--- src/rtl/softplus_vector_sequencer.sv ---
// Sequences a shared softplus unit over a source buffer and writes results to a destination buffer.
// Optional cycle counter output cyc_cnt is enabled by defining SPSEQ_PERF_CNT_EN.
module softplus_vector_sequencer #(
    parameter int unsigned N      = 16,
    parameter int unsigned AW     = 8,
    parameter int unsigned LW     = 9,
    parameter int unsigned SP_LAT = 2
) (
    input  logic          clk,
    input  logic          rst_n,
`ifdef SPSEQ_PERF_CNT_EN
    output logic [31:0]   cyc_cnt,
`endif
    input  logic          cmd_valid,
    output logic          cmd_ready,
    input  logic [AW-1:0] cmd_src,
    input  logic [AW-1:0] cmd_dst,
    input  logic [LW-1:0] cmd_len,
    input  logic          abort,
    output logic          busy,
    output logic          done,
    output logic          rd_en,
    output logic [AW-1:0] rd_addr,
    input  logic [N-1:0]  rd_data,
    output logic          sp_start,
    output logic [N-1:0]  sp_x,
    input  logic [N-1:0]  sp_y,
    output logic          wr_en,
    output logic [AW-1:0] wr_addr,
    output logic [N-1:0]  wr_data
);

    localparam int unsigned CW = $clog2(SP_LAT + 1);

    typedef enum logic [2:0] {
        StIdle, StFetch, StLoad, StWait, StWrite, StFin
    } state_e;

    state_e        state_q, state_d;
    logic [AW-1:0] src_q, dst_q;
    logic [LW-1:0] len_q, idx_q;
    logic [CW-1:0] wait_q;
    logic [N-1:0]  sp_x_q, wr_data_q;
    logic          accept;
    logic          wait_last;

    assign accept    = (state_q == StIdle) && cmd_valid && !abort;
    assign wait_last = (wait_q == CW'(SP_LAT - 1));

    always_comb begin
        state_d = state_q;
        unique case (state_q)
            StIdle:  if (accept) state_d = (cmd_len == '0) ? StFin : StFetch;
            StFetch: state_d = StLoad;
            StLoad:  state_d = StWait;
            StWait:  if (wait_last) state_d = StWrite;
            StWrite: state_d = (idx_q + LW'(1) == len_q) ? StFin : StFetch;
            StFin:   state_d = StIdle;
            default: state_d = StIdle;
        endcase
        // Abort pre-empts every busy state; in IDLE it only blocks acceptance.
        if (abort && state_q != StIdle) state_d = StIdle;
    end

    always_comb begin
        cmd_ready = (state_q == StIdle);
        busy      = (state_q != StIdle);
        done      = (state_q == StFin) && !abort;
        rd_en     = (state_q == StFetch);
        sp_start  = (state_q == StLoad);
        wr_en     = (state_q == StWrite) && !abort;
        rd_addr   = src_q + AW'(idx_q);
        wr_addr   = dst_q + AW'(idx_q);
        sp_x      = sp_x_q;
        wr_data   = wr_data_q;
    end

    always_ff @(posedge clk or negedge rst_n) begin
        if (!rst_n) begin
            state_q   <= StIdle;
            src_q     <= '0;
            dst_q     <= '0;
            len_q     <= '0;
            idx_q     <= '0;
            wait_q    <= '0;
            sp_x_q    <= '0;
            wr_data_q <= '0;
        end else begin
            state_q <= state_d;
            if (accept) begin
                src_q <= cmd_src;
                dst_q <= cmd_dst;
                len_q <= cmd_len;
                idx_q <= '0;
            end
            if (state_q == StLoad) begin
                sp_x_q <= rd_data;
                wait_q <= '0;
            end
            if (state_q == StWait) begin
                wait_q <= wait_q + CW'(1);
                if (wait_last) wr_data_q <= sp_y;
            end
            if (state_q == StWrite && !abort) idx_q <= idx_q + LW'(1);
        end
    end

`ifdef SPSEQ_PERF_CNT_EN
    // Cleared on accept, counts busy cycles, naturally frozen once back in IDLE.
    always_ff @(posedge clk or negedge rst_n) begin
        if (!rst_n) begin
            cyc_cnt <= '0;
        end else if (accept) begin
            cyc_cnt <= '0;
        end else if (state_q != StIdle) begin
            cyc_cnt <= cyc_cnt + 32'd1;
        end
    end
`endif

endmodule
--- config.mk ---
export PLATFORM = sky130hd
export DESIGN_NAME = softplus_vector_sequencer
export DESIGN_NICKNAME = d
export VERILOG_FILES = /design/src/rtl/softplus_vector_sequencer.sv
export SDC_FILE = /design/constraint.sdc
export NUM_CORES = 1
export LEC_CHECK = 0
export CAP_MARGIN = 30
export CORE_ASPECT_RATIO = 0.5
export CORE_MARGIN = 2
export CORE_UTILIZATION = 40
export CTS_CLUSTER_DIAMETER = 40
export DETAILED_ROUTE_END_ITERATION = 10
export PLACE_DENSITY = 0.73
export SLEW_MARGIN = 20
export SYNTH_ARGS = -nofsm -noshare
export SYNTH_HDL_FRONTEND = slang
export SYNTH_SLANG_ARGS = --single-unit
--- constraint.sdc ---
create_clock -name clk -period 3.2 [get_ports clk]
set_input_delay 0.96 -clock clk [delete_from_list [all_inputs] [get_ports clk]]
set_output_delay 0.96 -clock clk [all_outputs]
set_load 0.02 [all_outputs]
==> impl.org <==
** Hold path
- In this run the worst hold path is classified as reg -> reg.
- In this run the most critical hold path is launched from wr_data[2]$_DFFE_PN0P_.
- Destination of the worst hold path :: wr_data[2]$_DFFE_PN0P_
- Along the worst hold path, the cell count comes to 1.

** Timing
- Final count of negative-setup-slack endpoints :: 0
- For the pin with the worst max-slew slack, the measured transition is 837 ps.
- Across all hold checks on the routed design, the worst slack comes to 503 ps.
- In this run the tightest slew margin relative to its limit is 43.9%.
- Setup repair after global routing could not meet its margin everywhere.
- Final-report max-slew violation count :: 0
- Setup total negative slack on the finished layout was measured at 0 ps.
- Post-route minimum period :: 3130 ps
- Clock Skews :: 4.68 ps
- The final critical path takes up 97.8% of the cycle.
- For this run, the top clock speed supported by timing is 319 MHz.
- Hold Vio Cnt, Final :: 0

** Setup path
- Crit. Startpoint :: idx_q[0]$_DFFE_PN0P_
- Path type of the worst setup path :: reg -> out
- Crit Reg-Reg Startpoint :: idx_q[1]$_DFFE_PN0P_
- For the worst flop-to-flop path, the logic depth is 9.
- Critical Path AT :: 2170 ps
- In this run the register-to-register setup slack is 850 ps.
- The worst register-to-register path ends at state_q[2]$_DFFE_PN0P_.
- Kind of capture point of the worst setup path :: output port
- Startpoint class of the critical path :: flop
- Along the worst path, the maximum fanout reaches 3.
- Data on the critical path is required at its endpoint by 2240 ps.

** Synth
- After synthesis, flip-flops and latches occupy 48.8% of the total area.
- Number of synthesized flops with an enable pin :: 0
- Among all flip-flop cells after synthesis, the most frequent one is dfrtp_1.
- Proportion of synthesized flip-flops having asynchronous set or reset :: 100%
- The mapped netlist covers 3640 um2.
- A synthesized cell averages 11.8 um2.
- The number of nets in the synthesized netlist is 387.
- Count of unique library cells instantiated by Yosys :: 43
- The synthesized design contains 71 register bits.
- For this run, the number of Yosys warnings is 0.
- After technology mapping, the gate count stands at 308.

** Power and ir drop
- IR analysis of the VDD net gives a maximum drop of 0.510 mV.
- In this run the power density over the cells is 717 nW/um2.
- Static leakage :: 2.41 nW
- Summing internal, switching and leakage power gives 3.90 mW.

** Clock tree
- Post-cts hold buffer count :: 0
- Clock Tree Buf Depth :: 2
- TritonCTS built the clock tree.
- For the worst-skew pair, the clock arrives at the later sink with an insertion delay of 330 ps.
- Clock tree synthesis selected as its root buffer the cell clkbuf_16.
- The H-tree was split into 3 levels.
- Clock buffers created by TritonCTS :: 9
- After clock tree synthesis, the clock-pin slew on the worst setup and hold paths is 60 ps.
- The tree built by TritonCTS fans out to 71 sinks.

** Die
- Die area :: 9930 um2
- During I/O placement, the number of pins put on the boundary was 115.
- Once the floorplan was initialized, standard cells occupied 41.6% of the core.
- Vertical extent of the die :: 71.5 um
- Die width :: 139 um
- Total core area :: 8770 um2
- After floorplanning, the core was divided into 24 placement rows.

** Detailed routing
- Detailed Route WL :: 8.17 mm
- The first TritonRoute pass finished after 4 iterations.
- Detailed-route via count :: 2786
- In the routed design, unresolved DRC markers number 0.
- In this run the remaining antenna-violating nets after routing total 0.
- Detailed Route Iter0 Violations :: 120
- Dividing the detail-routed wire length by the instance count gives 14.3 um.
- Post-detailed-route via-to-cell ratio :: 4.88

** Final layout
- The library cell used most frequently in the layout, excluding fill and tap cells, is clkdlybuf4s50_1.
- Fraction of layout cells with a size suffix above 1 :: 29.1%
- Layout Utilization :: 62.1%
- Compared with the post-synthesis result, the final layout area differs by 49.3%.
- 0 antenna diodes ended up in the layout.
- The final layout contains 528 nets.
- Most frequent cells in the layout :: clkdlybuf4s50_1, dfrtp_1, mux2_2, buf_4, nor2_1

** Global routing
- Entering global routing, the biggest net connects 34 pins.
- The number of global-route vias before repair came to 2818.
- Number of antenna violations at the first check in global routing :: 0
- The first global-routing pass estimated 13.6 mm of wire.
- Across every metal layer, demand over resource in global routing totals 17.2%.
- Summed over all layers, the global routing overflow is 0.

** Placement
- Buffers on Ports :: 114
- GP Congestion :: 0.825
- Hpwl dp :: 6.21 mm

** Flow run
- The tool flagged a number of max-cap violations equal to 0.

** Outcome
- Status :: finished clean
critical path, stage by stage (launching register included):
cell and delay (ps):
dfrtp_2 440, ha_4 180, buf_6 110, a21o_1 170
a21oi_2 170, o21ai_2 90, o41ai_2 230, buf_4 180
xnor2_2 110, buf_4 160
cells in the mapped netlist, types with 2 or more instances:
cell type | instances | area, um2
dfrtp_1 | 71 | 1780
o41ai_1 | 2 | 17.5
a21o_1 | 4 | 30.0
buf_6 | 2 | 22.5
buf_2 | 6 | 30.0
nand3_1 | 6 | 30.0
o31ai_1 | 3 | 22.5
nor2_1 | 18 | 67.6
fa_1 | 2 | 40.0
and3_1 | 2 | 12.5
mux2_2 | 57 | 642
o22ai_1 | 2 | 12.5
nor3_1 | 5 | 25.0
clkbuf_1 | 2 | 7.51
a31oi_1 | 3 | 18.8
nor2b_1 | 3 | 18.8
ha_1 | 16 | 200
nor2_2 | 2 | 12.5
inv_1 | 10 | 37.5
a21oi_1 | 4 | 20.0
xnor2_1 | 16 | 140
o21ai_0 | 20 | 100
nand2_1 | 15 | 56.3
mux2i_1 | 2 | 20.0
nor4_1 | 2 | 12.5
xor2_1 | 9 | 78.8
or3_1 | 2 | 12.5
nand2b_1 | 7 | 43.8
registers in the layout (all words and copies together), names as in the netlist:
| signal | cells |
|---|---|
| sp_x | 16 |
| src_q | 8 |
| idx_q | 9 |
| dst_q | 8 |
| wr_data | 16 |
| state_q | 3 |
| len_q | 9 |
| wait_q | 2 |
cell families (layout without fill, tap and decap cells):
logic type	after synthesis	after routing	share of synthesized area [%]
AOI/OAI and AO/OA	43	43	7.38
xor gates and xnor gates	25	25	6.01
adders and majority gates	18	18	6.59
buffers and inverters	22	168	2.92
DFF	71	71	48.8
muxes	59	59	18.2
and+or+nand+nor	70	70	10.2
metrics by stage:
stage	cells	cell area, um2	setup WS (ps)
floorplan	308	3640	349
global placement	552	5050	-365
detailed placement	552	5050	-360
CTS	568	5380	0.523
global route	571	5440	-56.0
finish	571	5440	69.1
power breakdown:
group / switching (mW) / total [mW] / internal, mW / leakage [nW]
sequential: 0.171 / 1.36 / 1.19 / 0.859
clock: 0.357 / 1.02 / 0.664 / 0.156
combinational: 0.693 / 1.52 / 0.826 / 1.40
per-layer routing:
layer  vias to the layer above  track usage, %  routed length, um
met3                         6            5.28                397
li1                       1367               -                  -
met1                      1347            21.5               3660
met4                         0            4.38                 46
met5                         -               0                  0
met2                        66            29.7               4060
worst max path at each step:
stage	to	slack, ps	cells after the start
after global placement	wr_en	-370	5
after floorplan	rd_addr[6]	350	9
after CTS	rd_addr[7]	0.5	7
after detailed placement	wr_en	-360	5
final	wr_addr[7]	70	9
after global routing	rd_addr[6]	-60	10
cell type report:
type | instances | area [um2]
clock buffers | 13 | 270
fillers | 721 | 3330
repair buffers | 141 | 1320
multi-input cells | 215 | 1840
clock inverters | 3 | 40.0
inverters | 11 | 41.3
flip-flops and latches | 71 | 1780
well taps | 117 | 146
what timing repair did:
item | in CTS | in global routing
setup endpoints to repair | 14 | 9
buffers inserted | 0 | 3
pin swaps | 6 | 14
gates resized for setup | 47 | 23
No activity file was read; power rests on OpenSTA's default activity.
